--- src/rtl/chebyshev_pkg.sv ---
// Shared widths and sequencer state encoding for the Chebyshev datapath and its sequencer.
package chebyshev_pkg;

  function automatic int unsigned out_w(input int unsigned wl, input int unsigned cl,
                                        input int unsigned widening);
    return 2 * wl + cl + widening;
  endfunction

  function automatic int unsigned ord_w(input int unsigned max_order);
    return (max_order < 1) ? 1 : $clog2(max_order + 1);
  endfunction

  typedef enum logic [1:0] {
    IDLE  = 2'd0,
    ISSUE = 2'd1,
    DRAIN = 2'd2,
    HOLD  = 2'd3
  } seq_state_t;

endpackage

--- src/rtl/chebyshev_coeff_rf.sv ---
// Coefficient register file: async-cleared storage, range-checked write port, combinational read.
module chebyshev_coeff_rf
  import chebyshev_pkg::*;
#(
  parameter  int unsigned CL        = 4,
  parameter  int unsigned MAX_ORDER = 8,
  localparam int unsigned OW        = ord_w(MAX_ORDER)
) (
  input  logic          clock,
  input  logic          resetn,
  input  logic          we,
  input  logic [OW-1:0] addr,
  input  logic [CL-1:0] data,
  input  logic [OW-1:0] rd_addr,
  output logic [CL-1:0] rd_data_c,
  output logic          range_err_c
);

  localparam int unsigned DEPTH   = MAX_ORDER + 1;
  localparam logic [OW-1:0] MAX_IDX = OW'(MAX_ORDER);

  logic [CL-1:0] mem [DEPTH];

  assign range_err_c = we && (addr > MAX_IDX);
  assign rd_data_c   = (rd_addr <= MAX_IDX) ? mem[rd_addr] : '0;

  always_ff @(posedge clock or negedge resetn) begin
    if (!resetn) begin
      for (int i = 0; i < DEPTH; i++) mem[i] <= '0;
    end else if (we && !range_err_c) begin
      mem[addr] <= data;
    end
  end

endmodule

--- src/rtl/chebyshev_sequencer.sv ---
// Streams x and coeff[N]..coeff[0] into the Chebyshev datapath and returns its result.
// Optional CHEB_SEQ_PERF_EN builds a wrapping 16-bit count of delivered results.
module chebyshev_sequencer
  import chebyshev_pkg::*;
#(
  parameter  int unsigned WL         = 4,
  parameter  int unsigned CL         = 4,
  parameter  int unsigned WIDENING   = 1,
  parameter  int unsigned MAX_ORDER  = 8,
  parameter  int unsigned DP_LATENCY = 2,
  localparam int unsigned OUT        = out_w(WL, CL, WIDENING),
  localparam int unsigned OW         = ord_w(MAX_ORDER)
) (
  input  logic           clock,
  input  logic           resetn,
  input  logic           cfg_we,
  input  logic [OW-1:0]  cfg_addr,
  input  logic [CL-1:0]  cfg_data,
  input  logic           cfg_order_we,
  input  logic [OW-1:0]  cfg_order,
  output logic           cfg_err,
  input  logic           x_valid,
  output logic           x_ready,
  input  logic [WL-1:0]  x_data,
  output logic [WL-1:0]  dp_data_in,
  output logic [CL-1:0]  dp_coeff_in,
  output logic           dp_first,
  input  logic [OUT-1:0] dp_data_out,
  output logic           y_valid,
  input  logic           y_ready,
  output logic [OUT-1:0] y_data,
  output logic           busy,
  output logic [15:0]    eval_count
);

  localparam int unsigned DRW     = (DP_LATENCY > 1) ? $clog2(DP_LATENCY) : 1;
  localparam logic [OW-1:0] MAX_IDX = OW'(MAX_ORDER);

  seq_state_t     state;
  logic [OW-1:0]  order_q;
  logic [OW-1:0]  idx_q;
  logic [DRW-1:0] drain_q;
  logic [OW-1:0]  rd_addr;
  logic [CL-1:0]  rd_data;
  logic           range_err;
  logic           idle;
  logic           x_fire;
  logic [OW-1:0]  order_clamp;

  assign idle        = (state == IDLE);
  assign x_ready     = idle && !cfg_we && !cfg_order_we;
  assign x_fire      = x_valid && x_ready;
  assign order_clamp = (cfg_order > MAX_IDX) ? MAX_IDX : cfg_order;

  // In IDLE the read port looks ahead at coeff[N]; during ISSUE it fetches the next lower index.
  always_comb begin
    rd_addr = order_q;
    if (!idle) rd_addr = idx_q - OW'(1);
  end

  chebyshev_coeff_rf #(
    .CL        (CL),
    .MAX_ORDER (MAX_ORDER)
  ) u_coeff_rf (
    .clock       (clock),
    .resetn      (resetn),
    .we          (cfg_we && idle),
    .addr        (cfg_addr),
    .data        (cfg_data),
    .rd_addr     (rd_addr),
    .rd_data_c   (rd_data),
    .range_err_c (range_err)
  );

  always_ff @(posedge clock or negedge resetn) begin
    if (!resetn) begin
      state       <= IDLE;
      order_q     <= '0;
      idx_q       <= '0;
      drain_q     <= '0;
      cfg_err     <= 1'b0;
      dp_data_in  <= '0;
      dp_coeff_in <= '0;
      dp_first    <= 1'b0;
      y_valid     <= 1'b0;
      y_data      <= '0;
      busy        <= 1'b0;
    end else begin
      // Config is frozen outside IDLE so an evaluation always sees handshake-time values.
      cfg_err <= ((cfg_we || cfg_order_we) && !idle) || range_err;
      if (cfg_order_we && idle) order_q <= order_clamp;

      case (state)
        IDLE: begin
          if (x_fire) begin
            state       <= ISSUE;
            busy        <= 1'b1;
            dp_data_in  <= x_data;
            dp_coeff_in <= rd_data;
            dp_first    <= 1'b1;
            idx_q       <= order_q;
          end
        end
        ISSUE: begin
          dp_first <= 1'b0;
          if (idx_q == '0) begin
            state       <= DRAIN;
            dp_coeff_in <= '0;
            drain_q     <= '0;
          end else begin
            idx_q       <= idx_q - OW'(1);
            dp_coeff_in <= rd_data;
          end
        end
        DRAIN: begin
          if (drain_q == DRW'(DP_LATENCY - 1)) begin
            state   <= HOLD;
            y_valid <= 1'b1;
            y_data  <= dp_data_out;
          end else begin
            drain_q <= drain_q + DRW'(1);
          end
        end
        HOLD: begin
          if (y_ready) begin
            state   <= IDLE;
            y_valid <= 1'b0;
            busy    <= 1'b0;
          end
        end
        default: state <= IDLE;
      endcase
    end
  end

`ifdef CHEB_SEQ_PERF_EN
  logic [15:0] eval_q;

  always_ff @(posedge clock or negedge resetn) begin
    if (!resetn) begin
      eval_q <= '0;
    end else if (y_valid && y_ready) begin
      eval_q <= eval_q + 16'd1;
    end
  end

  assign eval_count = eval_q;
`else
  assign eval_count = '0;
`endif

endmodule

--- config.mk ---
export PLATFORM = sky130hd
export DESIGN_NAME = chebyshev_sequencer
export DESIGN_NICKNAME = d
export VERILOG_FILES = /design/src/rtl/chebyshev_pkg.sv /design/src/rtl/chebyshev_coeff_rf.sv /design/src/rtl/chebyshev_sequencer.sv
export SDC_FILE = /design/constraint.sdc
export NUM_CORES = 1
export LEC_CHECK = 0
export CAP_MARGIN = 20
export CORE_AREA = 2 2 101 103
export CTS_CLUSTER_SIZE = 24
export DETAILED_ROUTE_END_ITERATION = 8
export DIE_AREA = 0 0 103 105
export GPL_TIMING_DRIVEN = 0
export SLEW_MARGIN = 20
export SYNTH_ARGS = -nofsm -noshare
export SYNTH_HDL_FRONTEND = slang
export SYNTH_SLANG_ARGS = --single-unit
--- constraint.sdc ---
create_clock -name clock -period 6.1 [get_ports clock]
set_input_delay 1.22 -clock clock [delete_from_list [all_inputs] [get_ports clock]]
set_output_delay 1.22 -clock clock [all_outputs]
set_load 0.05 [all_outputs]
After elaboration in Yosys (flattened, before gate mapping)
Cells that the tools add are included.

storage, ports and cells
  flip-flop bits (word level) = 72
  logic and storage cells = 96
  output and inout port bits = 42
  bits of input ports = 35

cells by class
  add/subtract/negate cells = 2
  $lt $le $gt $ge = 6
  reductions and logical operators = 29
  bitwise operators = 2
  mux-type cells = 29
  equal/unequal tests = 8

operators by type and width
  cell                 number
  $mux 4               10
  $bwmux 36            1
  $bmux 4 s4           1
  $demux 4 s4          1
  $pmux 4 s2           2
  $ge 5x5->1 const B   2
  $not 4->5            2
  $logic_and 1x1->1    9
  $reduce_and 3->1     3
  $gt 4x4->1 const B   2
  $mux 2               4
  $ne 2x2->1 const B   4
  $pmux 1 s2           4
  $pmux 2 s4           1
  $reduce_and 2->1     4
  $reduce_bool 2->1    4
  $lt 5x1->1 const B   1
  $mux 1               5
  $eq 2x2->1 const B   2
  $le 4x4->1 const B   1
  $logic_not 1->1      4
  $logic_not 4->1      1
  $reduce_and 4->1     1
  $sub 4x1->4 const B  1
  5 further kinds      6

Longest topological paths before layout
  depth after elaboration = 9
  depth in mapped cells = 9
  gate-level depth less buffers = 7

Hierarchy
From an unflattened synthesis, not the netlist that was laid out.

unflattened totals
  cells, all modules = 298
  area, all modules = 3544.6 µm²

modules (own cells, without submodules)
  module               area each (µm²)  instances  cells each  seq. area each (µm²)
  chebyshev_sequencer  1829.3           1          177         900.9
  chebyshev_coeff_rf   1715.4           1          121         900.9

Worst setup path before layout
Ideal clock, no wire load.

  kind = input-to-output
  start = in cfg_we
  end = out x_ready
  stages = 1
  buffers on the path = 0
  arrival = 2296 ps
  required time = 4880 ps
  slack = 2584 ps
  cell sequence = nor3_1

on the way
  word-level cells in the longest chain between the ends = 3

RTL lines
  what                            RTL line                   source
  start: declaration              chebyshev_sequencer.sv:16  input logic cfg_we,
  $logic_not 1->1                 chebyshev_sequencer.sv:51  assign x_ready = idle && !cfg_we && !cfg_order_we;
  $logic_and 1x1->1 (2 in a row)  chebyshev_sequencer.sv:51
  end: declaration                chebyshev_sequencer.sv:23  output logic x_ready,

No other way between the ends.

Worst setup path after layout
  start = reg state[0]
  end = out x_ready

on the way
  word-level cells in the longest chain between the ends = 3

RTL lines
  what                            RTL line                    source
  start: declaration              chebyshev_sequencer.sv:39   seq_state_t state;
  start signal: assignment        chebyshev_sequencer.sv:77   state <= IDLE;
  start signal: assignment        chebyshev_sequencer.sv:96   state <= ISSUE;
  start signal: assignment        chebyshev_sequencer.sv:107  state <= DRAIN;
  $logic_not 2->1                 chebyshev_sequencer.sv:50   assign idle = (state == IDLE);
  $logic_and 1x1->1 (2 in a row)  chebyshev_sequencer.sv:51

No other way between the ends.

==> flow_summary.ini <==
[power]
ir_worst_vdd_uv = 298.7
power_density_mw_per_mm2 = 557.4
p_leak_nw = 2.122
power_mw = 2.722

[cts]
cts_tree = built
htreeDepth = 3
path_clk_slew_ns = 0.07
hold_buffers = 0
clock_latency_ns = 0.35
clk_path_buf_depth = 2
cts_buffers = 9
clockRootBuffer = clkbuf_8
cts_resized = 0
post_cts_buffers = 0
cts.sinks = 72

[routing]
ant_nets = 0
vias = 2870
drt-vias-per-instance = 5.053
initialDrtViolationCount = 160
finalWirelength_um = 9023
drcViolationCount = 0
wl_per_cell_um = 15.89
dr.pass1.iters = 4

[sta]
layout_min_cycle_time_ns = 4.089
rsz0062_at_grt = false
slew_viol_final = 0
hold_viol = 0
finalSetupViolations = 0
setup_tns_ns = 0
tightest_slew_ns = 0.8699
fin_crit_sh_pct = 67.04
fin_skew_ns = 0.01060
fmaxAchievable_ghz = 0.2445
relSlewSlack_pct = 41.62

[yosys]
yosys_most_used_dff = dfrtp_1
yosys.area.top_type = dfrtp_1
yosys-top-cells-area = dfrtp_1, mux2_2, buf_4
synth_cells = 343
ys_warn_count = 0
synth_edf_count = 0
yosysTopAreaCellShare_pct = 47.65
synth.avg_cell_area_sq_um = 11.02
synth_area_sq_mm = 0.003781
yosysUniqueCellTypes = 55
ys_ff_latch = 72
synth.most_common_cell = dfrtp_1
synthArstFlopShare_pct = 100.0
yosysSeqAreaShare_pct = 47.65
synth_commonest_cells = dfrtp_1, mux2_2, nor2_1

[setup_path]
crit_path_top_delay_cell = clkdlybuf4s50_1
start_kind = flop
cp_common_cell = inv_1
worstPathMaxFanout = 10
endpoint_kind = output port
path_cells = inv_1, ha_1, buf_4, buf_2, inv_1, nor3_1, clkdlybuf4s50_1
cp.arrival_ns = 2.87
r2r_cells = 7
slowest_delay_ns = 0.83
crit_type = flop to output port
required_ns = 4.88

[place]
io_buffer_count = 60
dp_hpwl_um = 6681
place_congestion = 0.8537

[global_route]
grt_pass1_wl_um = 14890
antenna_found_initial = 0
grt_use_total_pct = 17.96
grt_max_degree = 55
grt-ovfl-total = 0
grt_pass1_vias = 2937

[run]
cap_violations = 0

[die]
die-area_sq_mm = 0.01082
start_util_pct = 39.23
die_h_um = 105
die_w_um = 103
core_sq_mm = 0.009639
num_io_pins = 77
rows = 36

[cells_and_area]
syn2layout_area_growth_pct = 29.15
drive_gt1_share_pct = 23.45
layout.nets = 470
antenna_cells = 0

[outcome]
status = finished, final reports clean

[min_path]
hold_class = flop to flop
min_path_cells = 1
==> cells by family (layout without fill, tap and decap cells) <==
kind of cell	Yosys count	count (layout)	share of synthesized area, %
muxes	58	58	17.17
xor gates and xnor gates	1	1	0.2317
DFF	72	72	47.65
buffers and inverters	39	116	6.022
adders and majority gates	5	5	1.655
and+or+nand+nor	89	89	13.07
other	1	16	0.09918
AOI/OAI and AO/OA	78	78	14.10
==> layout by cell type, fill, tap and decap left out, drive strengths merged, types with 2 or more instances in the layout <==
cell	count
a221o	2
conb	16
nand3b	2
a31o	2
mux2	55
dfrtp	72
bufinv	3
nor4	2
or3	4
nand2	16
inv	10
mux2i	3
clkbuf	15
nand2b	12
o21a	3
o221ai	2
nor2b	11
nand3	3
ha	5
a21oi	9
o211ai	6
or2	2
buf	27
clkdlybuf4s50	59
a2bb2oi	3
nor2	22
nor3	9
o21ai	25
a22oi	5
o22ai	10
==> layer usage <==
layer / routed length, um / GRT usage [%]
met1: 4265 / 24.94
met5: 0 / 0
met4: 204 / 7.613
met3: 500 / 4.615
met2: 4051 / 26.39
==> area by class of cell <==
cell class	count	area [sq um]
clock buffer	11	151.4
fill	940	4756
clock inverter	5	102.6
tap	133	166.4
timing repair buffer	61	625.6
sequential	72	1802
buffer	29	190.2
multi-input combinational	247	1808
inverter	10	37.54
==> flip-flops by register name (all words and copies together), names as in the netlist <==
register,flops
idx_q,4
drain_q,1
u_coeff_rf.mem,36
busy,1
dp_data_in,4
order_q,4
dp_coeff_in,4
cfg_err,1
state,2
dp_first,1
y_valid,1
y_data,13
==> metrics by stage <==
stage | cell area, sq um | hold slack (ns) | util [%] | cells | worst slack, ns
detailed placement | 4629 | 0.4934 | 48.03 | 552 | 2.026
global route | 4883 | 0.5203 | 50.66 | 568 | 1.878
CTS | 4883 | 0.5111 | 50.66 | 568 | 2.000
global placement | 4604 | 0.4823 | 47.77 | 551 | 1.240
floorplan | 3837 | 0.4653 | - | 358 | 2.584
finish | 4883 | 0.5051 | 50.66 | 568 | 2.011
==> power by group <==
group | switching (mW) | internal, mW | total (mW) | leakage, nW
Clock | 0.186 | 0.293 | 0.479 | 0.126
Combinational | 0.844 | 0.588 | 1.43 | 1.09
Sequential | 0.134 | 0.677 | 0.811 | 0.910
Total | 1.16 | 1.56 | 2.72 | 2.12
==> critical path, delay by kind of cell (launching register included) <==
kind | cells | cell delay, ns
and+or+nand+nor | 1 | 0.19
buffers and inverters | 5 | 1.55
adders and majority gates | 1 | 0.37
DFF | 1 | 0.41
==> path summary, 6_finish.rpt <==
path,startpoint,end,slack [ns]
worst max-delay path,state[0],x_ready,2.01
worst min-delay path,dp_data_in[2],dp_data_in[2],0.51
worst max register to register,state[0],u_coeff_rf.mem[9],3.69
worst min register to register,dp_data_in[2],dp_data_in[2],0.51
max in group asynchronous,resetn,idx_q[0],4.79
min in group asynchronous,resetn,busy,0.74
Power figures use the tool's default switching activity.
